--- src/rtl/serv_ram_pkg.sv ---
// Shared types and helpers for the SERV RAM arbiter: FSM states, grant IDs
// and byte-offset width helpers.
package serv_ram_pkg;

    typedef enum logic [1:0] {
        S_IDLE  = 2'd0,
        S_ISSUE = 2'd1,
        S_WAIT  = 2'd2,
        S_ACK   = 2'd3
    } state_t;

    typedef enum logic [1:0] {
        GNT_NONE = 2'd0,
        GNT_IBUS = 2'd1,
        GNT_DBUS = 2'd2,
        GNT_HOST = 2'd3
    } gnt_t;

    // Byte-offset bits within one RAM word.
    function automatic int lb_bits(input int dw);
        return $clog2(dw / 8);
    endfunction

    // Lane index width, kept at least 1 so single-byte words still elaborate.
    function automatic int lane_w(input int dw);
        return (lb_bits(dw) > 0) ? lb_bits(dw) : 1;
    endfunction

endpackage

--- src/rtl/serv_ram_arbiter_if.sv ---
// Bundle of the three requester buses, the RAM macro port and the busy flag.
interface serv_ram_arbiter_if import serv_ram_pkg::*; #(
    parameter int AW = 5,
    parameter int DW = 32
) ();
    localparam int LB = lb_bits(DW);
    localparam int NB = DW / 8;

    logic              i_ibus_cyc;
    logic [AW+LB-1:0]  i_ibus_adr;
    logic [DW-1:0]     o_ibus_rdt;
    logic              o_ibus_ack;

    logic              i_dbus_cyc;
    logic [AW+LB-1:0]  i_dbus_adr;
    logic              i_dbus_we;
    logic [DW-1:0]     i_dbus_dat;
    logic [NB-1:0]     i_dbus_sel;
    logic [DW-1:0]     o_dbus_rdt;
    logic              o_dbus_ack;

    logic              i_host_req;
    logic              i_host_we;
    logic [AW+LB-1:0]  i_host_adr;
    logic [7:0]        i_host_dat;
    logic [7:0]        o_host_rdt;
    logic              o_host_ack;

    logic              o_ram_en;
    logic [AW-1:0]     o_ram_a;
    logic [NB-1:0]     o_ram_we;
    logic [DW-1:0]     o_ram_di;
    logic [DW-1:0]     i_ram_do;

    logic              o_busy;

    modport slave (
        input  i_ibus_cyc, i_ibus_adr,
        output o_ibus_rdt, o_ibus_ack,
        input  i_dbus_cyc, i_dbus_adr, i_dbus_we, i_dbus_dat, i_dbus_sel,
        output o_dbus_rdt, o_dbus_ack,
        input  i_host_req, i_host_we, i_host_adr, i_host_dat,
        output o_host_rdt, o_host_ack,
        output o_ram_en, o_ram_a, o_ram_we, o_ram_di,
        input  i_ram_do,
        output o_busy
    );

    modport master (
        output i_ibus_cyc, i_ibus_adr,
        input  o_ibus_rdt, o_ibus_ack,
        output i_dbus_cyc, i_dbus_adr, i_dbus_we, i_dbus_dat, i_dbus_sel,
        input  o_dbus_rdt, o_dbus_ack,
        output i_host_req, i_host_we, i_host_adr, i_host_dat,
        input  o_host_rdt, o_host_ack,
        input  o_ram_en, o_ram_a, o_ram_we, o_ram_di,
        output i_ram_do,
        input  o_busy
    );

endinterface

--- src/rtl/serv_ram_lane_steer.sv ---
// Host byte-lane steering: one-hot write mask, byte replication across the
// word for writes, and byte extraction from a read word.
module serv_ram_lane_steer import serv_ram_pkg::*; #(
    parameter int DW = 32,
    parameter int LW = lane_w(DW)
) (
    input  logic [LW-1:0]   lane,
    input  logic [7:0]      wbyte,
    input  logic [DW-1:0]   rword,
    output logic [DW/8-1:0] mask,
    output logic [DW-1:0]   wword,
    output logic [7:0]      rbyte
);
    always_comb begin
        mask       = '0;
        mask[lane] = 1'b1;
        wword      = {(DW/8){wbyte}};
        rbyte      = rword[8*int'(lane) +: 8];
    end
endmodule

--- src/rtl/serv_ram_arbiter.sv ---
// Arbitrates SERV ibus, SERV dbus and a byte-wide host port onto one
// single-port byte-enabled synchronous RAM.
module serv_ram_arbiter import serv_ram_pkg::*; #(
    parameter int AW        = 5,
    parameter int DW        = 32,
    parameter int RD_LAT    = 1,
    parameter int HOST_PRIO = 1
) (
    input  logic               clk,
    input  logic               i_rst,
    serv_ram_arbiter_if.slave  bus
);
    localparam int LB = lb_bits(DW);
    localparam int NB = DW / 8;
    localparam int LW = lane_w(DW);

    if (RD_LAT < 1 || RD_LAT > 4 || (DW % 8) != 0) begin : g_param_err
        $error("serv_ram_arbiter: RD_LAT must be 1..4 and DW a multiple of 8");
    end

    state_t            state, state_nxt;
    gnt_t              gnt, win;
    logic [1:0]        cnt;
    logic [AW+LB-1:0]  lat_adr;
    logic              lat_we;
    logic [DW-1:0]     lat_dat;
    logic [NB-1:0]     lat_sel;
    logic [LW-1:0]     lane;
    logic [NB-1:0]     host_mask;
    logic [DW-1:0]     host_word;
    logic [7:0]        host_byte;
    logic              issue, capture;

    if (LB > 0) begin : g_lane
        assign lane = lat_adr[LW-1:0];
    end else begin : g_no_lane
        assign lane = '0;
    end

    serv_ram_lane_steer #(.DW(DW), .LW(LW)) u_steer (
        .lane  (lane),
        .wbyte (lat_dat[7:0]),
        .rword (bus.i_ram_do),
        .mask  (host_mask),
        .wword (host_word),
        .rbyte (host_byte)
    );

    always_comb begin
        win = GNT_NONE;
        if (HOST_PRIO != 0) begin
            if (bus.i_host_req)      win = GNT_HOST;
            else if (bus.i_dbus_cyc) win = GNT_DBUS;
            else if (bus.i_ibus_cyc) win = GNT_IBUS;
        end else begin
            if (bus.i_dbus_cyc)      win = GNT_DBUS;
            else if (bus.i_ibus_cyc) win = GNT_IBUS;
            else if (bus.i_host_req) win = GNT_HOST;
        end
    end

    always_comb begin
        state_nxt = state;
        case (state)
            S_IDLE:  if (win != GNT_NONE) state_nxt = S_ISSUE;
            S_ISSUE: state_nxt = lat_we ? S_ACK : S_WAIT;
            S_WAIT:  if (cnt == 2'd0) state_nxt = S_ACK;
            S_ACK:   state_nxt = S_IDLE;
            default: state_nxt = S_IDLE;
        endcase
    end

    assign issue   = (state == S_ISSUE);
    assign capture = (state == S_WAIT) && (cnt == 2'd0);

    always_ff @(posedge clk or posedge i_rst) begin
        if (i_rst) begin
            state          <= S_IDLE;
            gnt            <= GNT_NONE;
            cnt            <= 2'd0;
            bus.o_ibus_rdt <= '0;
            bus.o_dbus_rdt <= '0;
            bus.o_host_rdt <= '0;
        end else begin
            state <= state_nxt;
            if (state == S_IDLE) gnt <= win;
            if (issue)                        cnt <= 2'(RD_LAT - 1);
            else if (state == S_WAIT && cnt != 2'd0) cnt <= cnt - 2'd1;
            if (capture) begin
                case (gnt)
                    GNT_IBUS: bus.o_ibus_rdt <= bus.i_ram_do;
                    GNT_DBUS: bus.o_dbus_rdt <= bus.i_ram_do;
                    GNT_HOST: bus.o_host_rdt <= host_byte;
                    default:  ;
                endcase
            end
        end
    end

    // Request payload is only consumed while the grant is live, so it needs no reset.
    always_ff @(posedge clk) begin
        if (state == S_IDLE) begin
            case (win)
                GNT_HOST: begin
                    lat_adr <= bus.i_host_adr;
                    lat_we  <= bus.i_host_we;
                    lat_dat <= DW'(bus.i_host_dat);
                    lat_sel <= '0;
                end
                GNT_DBUS: begin
                    lat_adr <= bus.i_dbus_adr;
                    lat_we  <= bus.i_dbus_we;
                    lat_dat <= bus.i_dbus_dat;
                    lat_sel <= bus.i_dbus_sel;
                end
                GNT_IBUS: begin
                    lat_adr <= bus.i_ibus_adr;
                    lat_we  <= 1'b0;
                    lat_dat <= '0;
                    lat_sel <= '0;
                end
                default: ;
            endcase
        end
    end

    assign bus.o_ram_en = issue;
    assign bus.o_ram_a  = issue ? lat_adr[AW+LB-1:LB] : '0;
    assign bus.o_ram_we = (issue && lat_we) ? ((gnt == GNT_HOST) ? host_mask : lat_sel) : '0;
    assign bus.o_ram_di = (issue && lat_we) ? ((gnt == GNT_HOST) ? host_word : lat_dat) : '0;
    assign bus.o_busy   = (state != S_IDLE);

    // Acks are withheld when the requester has already given up.
    assign bus.o_ibus_ack = (state == S_ACK) && (gnt == GNT_IBUS) && bus.i_ibus_cyc;
    assign bus.o_dbus_ack = (state == S_ACK) && (gnt == GNT_DBUS) && bus.i_dbus_cyc;
    assign bus.o_host_ack = (state == S_ACK) && (gnt == GNT_HOST) && bus.i_host_req;

endmodule

--- src/flat_wrapper.sv ---
// flat-port wrapper written by rule: the top's interface ports become plain ports
module serv_ram_arbiter_flat import serv_ram_pkg::*;
#(
    parameter int AW        = 5,
    parameter int DW        = 32,
    parameter int RD_LAT    = 1,
    parameter int HOST_PRIO = 1
)
  (clk, i_rst, bus_i_ibus_cyc, bus_i_ibus_adr, bus_o_ibus_rdt, bus_o_ibus_ack, bus_i_dbus_cyc, bus_i_dbus_adr, bus_i_dbus_we, bus_i_dbus_dat, bus_i_dbus_sel, bus_o_dbus_rdt, bus_o_dbus_ack, bus_i_host_req, bus_i_host_we, bus_i_host_adr, bus_i_host_dat, bus_o_host_rdt, bus_o_host_ack, bus_o_ram_en, bus_o_ram_a, bus_o_ram_we, bus_o_ram_di, bus_i_ram_do, bus_o_busy);
  serv_ram_arbiter_if #(.AW(AW), .DW(DW)) bus_i ();
  input  logic clk;
  input  logic i_rst;
  input wire logic [$bits(bus_i.i_ibus_cyc)-1:0] bus_i_ibus_cyc;
  input wire logic [$bits(bus_i.i_ibus_adr)-1:0] bus_i_ibus_adr;
  output wire logic [$bits(bus_i.o_ibus_rdt)-1:0] bus_o_ibus_rdt;
  output wire logic [$bits(bus_i.o_ibus_ack)-1:0] bus_o_ibus_ack;
  input wire logic [$bits(bus_i.i_dbus_cyc)-1:0] bus_i_dbus_cyc;
  input wire logic [$bits(bus_i.i_dbus_adr)-1:0] bus_i_dbus_adr;
  input wire logic [$bits(bus_i.i_dbus_we)-1:0] bus_i_dbus_we;
  input wire logic [$bits(bus_i.i_dbus_dat)-1:0] bus_i_dbus_dat;
  input wire logic [$bits(bus_i.i_dbus_sel)-1:0] bus_i_dbus_sel;
  output wire logic [$bits(bus_i.o_dbus_rdt)-1:0] bus_o_dbus_rdt;
  output wire logic [$bits(bus_i.o_dbus_ack)-1:0] bus_o_dbus_ack;
  input wire logic [$bits(bus_i.i_host_req)-1:0] bus_i_host_req;
  input wire logic [$bits(bus_i.i_host_we)-1:0] bus_i_host_we;
  input wire logic [$bits(bus_i.i_host_adr)-1:0] bus_i_host_adr;
  input wire logic [$bits(bus_i.i_host_dat)-1:0] bus_i_host_dat;
  output wire logic [$bits(bus_i.o_host_rdt)-1:0] bus_o_host_rdt;
  output wire logic [$bits(bus_i.o_host_ack)-1:0] bus_o_host_ack;
  output wire logic [$bits(bus_i.o_ram_en)-1:0] bus_o_ram_en;
  output wire logic [$bits(bus_i.o_ram_a)-1:0] bus_o_ram_a;
  output wire logic [$bits(bus_i.o_ram_we)-1:0] bus_o_ram_we;
  output wire logic [$bits(bus_i.o_ram_di)-1:0] bus_o_ram_di;
  input wire logic [$bits(bus_i.i_ram_do)-1:0] bus_i_ram_do;
  output wire logic [$bits(bus_i.o_busy)-1:0] bus_o_busy;
  assign bus_i.i_ibus_cyc = bus_i_ibus_cyc;
  assign bus_i.i_ibus_adr = bus_i_ibus_adr;
  assign bus_o_ibus_rdt = bus_i.o_ibus_rdt;
  assign bus_o_ibus_ack = bus_i.o_ibus_ack;
  assign bus_i.i_dbus_cyc = bus_i_dbus_cyc;
  assign bus_i.i_dbus_adr = bus_i_dbus_adr;
  assign bus_i.i_dbus_we = bus_i_dbus_we;
  assign bus_i.i_dbus_dat = bus_i_dbus_dat;
  assign bus_i.i_dbus_sel = bus_i_dbus_sel;
  assign bus_o_dbus_rdt = bus_i.o_dbus_rdt;
  assign bus_o_dbus_ack = bus_i.o_dbus_ack;
  assign bus_i.i_host_req = bus_i_host_req;
  assign bus_i.i_host_we = bus_i_host_we;
  assign bus_i.i_host_adr = bus_i_host_adr;
  assign bus_i.i_host_dat = bus_i_host_dat;
  assign bus_o_host_rdt = bus_i.o_host_rdt;
  assign bus_o_host_ack = bus_i.o_host_ack;
  assign bus_o_ram_en = bus_i.o_ram_en;
  assign bus_o_ram_a = bus_i.o_ram_a;
  assign bus_o_ram_we = bus_i.o_ram_we;
  assign bus_o_ram_di = bus_i.o_ram_di;
  assign bus_i.i_ram_do = bus_i_ram_do;
  assign bus_o_busy = bus_i.o_busy;
  serv_ram_arbiter #(.AW(AW), .DW(DW), .RD_LAT(RD_LAT), .HOST_PRIO(HOST_PRIO)) u_core (.clk(clk), .i_rst(i_rst), .bus(bus_i));
endmodule
--- config.mk ---
export PLATFORM = sky130hd
export DESIGN_NAME = serv_ram_arbiter_flat
export DESIGN_NICKNAME = d
export VERILOG_FILES = /design/src/rtl/serv_ram_pkg.sv /design/src/rtl/serv_ram_arbiter_if.sv /design/src/rtl/serv_ram_lane_steer.sv /design/src/rtl/serv_ram_arbiter.sv /design/src/flat_wrapper.sv
export SDC_FILE = /design/constraint.sdc
export NUM_CORES = 1
export LEC_CHECK = 0
export BUFFER_PORTS_ARGS = -buffer_cell sky130_fd_sc_hd__buf_2
export CAP_MARGIN = 15
export CORE_MARGIN = 3
export CORE_UTILIZATION = 49
export CTS_CLUSTER_SIZE = 14
export DETAILED_ROUTE_END_ITERATION = 7
export PLACE_DENSITY_LB_ADDON = 0.3
export SYNTH_ARGS = -nofsm -noshare
export SYNTH_HDL_FRONTEND = slang
export SYNTH_SLANG_ARGS = --single-unit
--- constraint.sdc ---
create_clock -name clk -period 4.4 [get_ports clk]
set_clock_uncertainty 0.2 [all_clocks]
set_input_delay 0.88 -clock clk [delete_from_list [all_inputs] [get_ports clk]]
set_output_delay 0.88 -clock clk [all_outputs]
set_load 0.03 [all_outputs]
==> Yosys cells after proc, flatten, opt, wreduce, memory -nomap -nowiden <==
Cells that the tools add are included.
{ "totals": {"elab_cells": 70, "out_inout_bits": 118, "memories": 0, "inputBits": 104, "rom_bits": 0, "ff_bits": 122, "latchBits": 0, "ram_bits": 0} }
{ "op_classes": {"reduce_logical": 25, "eq_ne": 11, "shifts": 1, "n_bitwise": 0, "multipliers": 0, "magnitude_cmp": 2, "n_addsub": 1, "n_div": 0, "mux": 20} }
{ "op_table": {"columns": ["operator", "n"], "rows": [
  ["32-bit one-hot mux with 3 select lines", 1],
  ["32-bit two-way mux", 2],
  ["32-bit by 6-bit variable part select with 8-bit output", 1],
  ["7-bit one-hot mux with 3 select lines", 1],
  ["2-bit == test, second input constant", 6],
  ["2-bit two-way mux", 6],
  ["2-bit AND reduction", 6],
  ["1-bit logical AND", 10],
  ["2-bit nonzero test", 5],
  ["4-bit two-way mux", 2],
  ["2-bit one-hot mux with 4 select lines", 1],
  ["4-bit one-hot mux with 2 select lines", 1],
  ["2-bit by 1-bit == test with 1-bit output, second input constant", 3],
  ["5-bit two-way mux", 1],
  ["2-bit logical NOT", 2],
  ["2-bit by 1-bit inequality test with 1-bit output, second input constant", 2],
  ["2-bit by 3-bit less-than comparator with 1-bit output, second input constant", 1],
  ["1-bit two-way mux", 3],
  ["1-bit one-hot mux with 3 select lines", 1],
  ["3-bit nonzero test", 1],
  ["1-bit demux with 2-bit select", 1],
  ["2-bit by 1-bit >= comparator with 1-bit output, second input constant", 1],
  ["2-bit OR reduction", 1],
  ["2-bit by 1-bit subtractor with 2-bit output, second input constant", 1]
]} }

==> Longest topological paths before layout <==
{ "logic_depth": {"word_depth": 7, "mapped_depth": 6, "depth_no_buf": 6} }

==> By module <==
From an unflattened synthesis, not the netlist that was laid out.
{ "unflattened": {"hier_cells": 481, "hier_area_um2": 6084.6} }
{ "modules_own_cells": {"columns": ["mod", "seq_area_each_um2", "instances", "area_each_um2", "cells_each"], "rows": [
  ["serv_ram_arbiter", 3273.1, 1, 5616.6, 435],
  ["serv_ram_lane_steer", 0.0, 1, 467.9, 46]
]} }

==> Worst setup path after synthesis <==
Ideal clock, no wire load.
{ "synth_path": {"path_type": "input to register", "start": "input bus_i_dbus_cyc", "end": "register u_core.lat_adr[0], enable pin", "setup_time_ns": 0.446, "path_buffers": 0, "required_ns": 3.754, "arrival_time_ns": 3.153, "cell_stages": 4, "path_slack_ns": 0.601, "cell_sequence": "inv_1 a21oi_1 ha_1 nor2_1"} }
{ "synth_between": {"elab_chain_len": 5, "elab_cells_between_ends": 7, "cone_classes": "eq/ne (3); mux (2); reduce/logical (2)"} }
{ "synth_rtl": {"columns": ["element", "line", "rtl"], "rows": [
  ["start: declaration", "flat_wrapper.sv:17", "input wire logic [$bits(bus_i.i_dbus_cyc)-1:0] bus_i_dbus_cyc;"],
  ["2-bit two-way mux (*)", "serv_ram_arbiter.sv:53", "else if (bus.i_dbus_cyc) win = GNT_DBUS;"],
  ["2-bit two-way mux (*)", "serv_ram_arbiter.sv:52", "if (bus.i_host_req) win = GNT_HOST;"],
  ["2-bit == test or 2-bit by 1-bit == test with 1-bit output (tied branches)", "serv_ram_arbiter.sv:103", "case (win)"],
  ["3-bit nonzero test (no line) (*)", null, null],
  ["2-bit AND reduction (no line) (*)", null, null],
  ["end signal: assignment", "serv_ram_arbiter.sv:105", "lat_adr <= bus.i_host_adr;"],
  ["end signal: assignment", "serv_ram_arbiter.sv:111", "lat_adr <= bus.i_dbus_adr;"],
  ["end signal: assignment", "serv_ram_arbiter.sv:117", "lat_adr <= bus.i_ibus_adr;"],
  ["end: declaration", "serv_ram_arbiter.sv:24", "logic [AW+LB-1:0] lat_adr;"]
]} }
Every way passes the cells marked *; elsewhere a longest branch is shown, timed or not.
A chain may end at the register's enable or synchronous reset.

==> Final worst setup path <==
{ "layout_path": {"start": "register u_core.state[1]", "end": "output bus_o_ram_we[3]"} }
{ "layout_between": {"elab_chain_len": 3} }
{ "layout_rtl": {"columns": ["element", "line", "rtl"], "rows": [
  ["start: declaration", "serv_ram_arbiter.sv:21", "state_t state, state_nxt;"],
  ["start signal: assignment", "serv_ram_arbiter.sv:85", "state <= state_nxt;"],
  ["2-bit by 1-bit == test with 1-bit output", "serv_ram_arbiter.sv:73", "assign issue = (state == S_ISSUE);"],
  ["1-bit logical AND", "serv_ram_arbiter.sv:129", "assign bus.o_ram_we = (issue && lat_we) ? ((gnt == GNT_HOST) ? host_mask : lat_sel) : '0;"],
  ["4-bit two-way mux", "serv_ram_arbiter.sv:129", null],
  ["end: declaration", "flat_wrapper.sv:32", "output wire logic [$bits(bus_i.o_ram_we)-1:0] bus_o_ram_we;"]
]} }
Every way passes these cells.

==> flow_metrics.py <==
metrics = {
    "clocking": {
        "postCtsHoldBufs": 0,
        "clockBufferDepth": 2,
        "clk_pin_slew_worst_paths_ps": 60,
        "clk_latency_ps": 410,
        "cts_sinks": 122,
        "post_cts_buffers": 0,
        "cts-root-buf": "clkbuf_16",
        "cts_resized": 0,
        "cts_made_buffers": 17,
        "cts_tree": "done",
        "cts_htree_levels": 4,
    },
    "detailed_routing": {
        "drc": 0,
        "vias_per_cell": 5.30,
        "via_count": 4261,
        "totalWireLength_microns": 14200,
        "drt_iter0_drc": 200,
        "post_drt_wl_per_cell_microns": 17.7,
        "ant_nets": 0,
        "first_pass_iters": 4,
    },
    "cells_and_area": {
        "area_delta_synth_final_pct": 32.3,
        "layout_common_cells": "221 x buf_2, 78 x dfrtp_1, 69 x mux2_2, 44 x edfxtp_1, 39 x a21oi_1",
        "final_common_cell": "buf_2",
        "fin_nets": 763,
        "layout-drive-gt1-share": 0.514,
    },
    "synth": {
        "ys_types": 29,
        "synthXorXnorAreaFrac": 0.00157,
        "synth.area.mux_share": 0.185,
        "synthesis.nets": 541,
        "synthTopCellsByArea": "dfrtp_1 35%, edfxtp_1 24%, mux2_2 14%",
        "synth_top_area_frac": 0.349,
        "syn_area_sq_mm": 0.00559,
        "syn_avg_cell_area_sq_um": 13.0,
        "ys_warn_count": 0,
        "synth_compound_area_frac": 0.0540,
        "synthCells": 428,
        "synthSimpleGateAreaFrac": 0.114,
        "synthAdderAreaFrac": 0.0202,
        "synth_top_family_by_area": "multiplexers",
        "seq_area_frac_synth": 0.586,
        "ys_ff_latch": 122,
        "synth_area_leader_cell": "dfrtp_1",
    },
    "pwr": {
        "p_seq_frac": 0.338,
        "p_sw_uw": 2450,
        "combinationalPowerShare": 0.423,
        "p_int_uw": 3450,
        "power_frac_clock": 0.239,
        "power_density_mw_per_mm2": 799,
        "sw_frac_of_total": 0.415,
        "ir_drop_mv": 0.495,
        "p_leak_uw": 0.00353,
    },
    "die": {
        "fp.dieW_microns": 113,
        "core_area_sq_mm": 0.0110,
        "die_area_sq_mm": 0.0127,
        "die_h_microns": 113,
        "io_pins": 222,
        "start_util": 0.509,
        "rows": 38,
    },
    "grt": {
        "antenna_found_initial": 2,
        "grt_pass1_vias": 4397,
        "grt_overflow": 0,
        "grt_pass1_wl_microns": 22300,
        "grt_max_degree": 58,
        "gr-usage-all-layers": 0.225,
    },
    "outcome": {
        "status": "finished clean",
    },
    "place": {
        "pre_cts_ws_ps": 1170,
        "portBuffers": 221,
        "place.gp.congestion": 0.825,
        "dp_hpwl_microns": 10200,
    },
    "critical_path": {
        "critPathMaxFanout": 29,
        "startpoint_type": "flip-flop",
        "path_buf_inv": 2,
        "cp_cell_sequence": "inv_1, ha_1, nand2_1, a21oi_1, buf_2",
        "worstPathRequired_ps": 3320,
        "cp_slowest_cell": "nand2_1",
        "cp_data_arrival_time_ps": 2590,
        "cp_slowest_stage_delay_ps": 640,
        "cp_top_family": "simple AND/OR/NAND/NOR gates",
        "endpoint_kind": "primary output",
        "path_class": "reg2out",
    },
    "timing": {
        "post-route-period-util": 0.834,
        "rsz0062_at_grt": "no",
        "fin_crit_ps": 3670,
        "finalSetupViolCount": 0,
        "drv_slew": 0,
        "max_freq_mhz": 273,
        "final.setup.tns_ps": 0,
        "maxSlewHeadroom": 0.413,
        "hold_viol_final": 0,
        "fin_ws_ps": 731,
        "worst_pin_slew_ps": 878,
    },
    "min_path": {
        "min_path_type": "in2async",
    },
    "job": {
        "cap_violations": 0,
    },
}
## power groups by stage
stage	clock, uW	combinational (uW)	sequential, uW
2_1_floorplan	0	1130	2620
3_3_place_gp	0	2480	1970
3_5_place_dp	0	2510	2010
4_1_cts	1430	2520	1990
5_1_grt	1490	2660	2050
6_report	1410	2500	1990
## flip-flops by register name (all words and copies together) (netlist names)
register               cells
u_core.bus.o_dbus_rdt     32
u_core.bus.o_ibus_rdt     32
u_core.lat_dat            32
u_core.bus.o_host_rdt      8
u_core.lat_adr             7
u_core.lat_sel             4
u_core.cnt                 2
u_core.gnt                 2
u_core.state               2
u_core.lat_we              1
## layout make-up
type,instances,area (sq um)
clock inverters,14,155
well taps,140,175
diodes,1,2.50
flip-flops and latches,122,3270
inverters,18,67.6
repair buffers,227,1160
multi-input cells,264,2100
clock buffers,18,450
fillers,807,3590
## worst register-to-register path: stages (launching register included)
cell and delay, ps:
dfrtp_1 420, inv_1 100, ha_1 280, inv_1 120
nor2_4 600, buf_4 390
## final timing paths
kind,start,cells past startpoint,to,slack (ps)
setup / recovery,u_core.state[1],5,bus_o_ram_we[3],730
hold / removal,i_rst,2,u_core.bus.o_ibus_rdt[19],260
setup reg to reg,u_core.state[0],5,u_core.lat_dat[9],1970
hold reg to reg,u_core.bus.o_ibus_rdt[4],1,u_core.bus.o_ibus_rdt[4],300
max in group asynchronous,i_rst,4,u_core.bus.o_host_rdt[7],2950
min in group clk,u_core.bus.o_ibus_rdt[4],1,u_core.bus.o_ibus_rdt[4],300
## logic make-up after synthesis
| logic type | after synthesis |
|---|---|
| AO/OA/AOI/OAI | 56 |
| XOR/XNOR | 1 |
| adder cells (fa/ha/maj) | 9 |
| buffers and inverters | 42 |
| flip-flops | 122 |
| multiplexers | 82 |
| AND/OR/NAND/NOR | 116 |
## layer usage
| layer | track usage | part of all wire | up-vias |
|---|---|---|---|
| met5 | 0 | 0.00049 | - |
| met4 | 0.0817 | 0.018 | 2 |
| met3 | 0.0674 | 0.089 | 23 |
| met2 | 0.380 | 0.50 | 200 |
| met1 | 0.274 | 0.39 | 2055 |
| li1 | - | - | 1981 |
## metrics by stage
stage / total power [uW] / instances / hold WS, ps / utilization / cell area, sq um
floorplan: 3750 / 428 / 310 / - / 5590
global placement: 4450 / 770 / 275 / 0.616 / 6760
detailed placement: 4520 / 770 / 288 / 0.616 / 6760
CTS: 5950 / 802 / 302 / 0.671 / 7370
global route: 6200 / 804 / 286 / 0.673 / 7390
finish: 5900 / 804 / 260 / 0.673 / 7390
## Yosys cell counts
master and instances:
a21oi_1 39, a22oi_1 7, a2bb2oi_1 1, and2_1 33, and2b_1 3, and3_1 18, buf_2 2, buf_4 1
buf_6 7, clkbuf_1 14, dfrtp_1 78, edfxtp_1 44, ha_1 9, inv_1 18, mux2_1 2, mux2_2 69
mux2_4 3, mux4_1 3, mux4_2 5, nand2_1 7, nand3_1 9, nand3_4 2, nand4_1 1, nand4_2 1
nand4b_1 2, nor2_1 39, o21ai_0 9, or3_1 1, xnor2_1 1
Power figures use the tool's default switching activity.
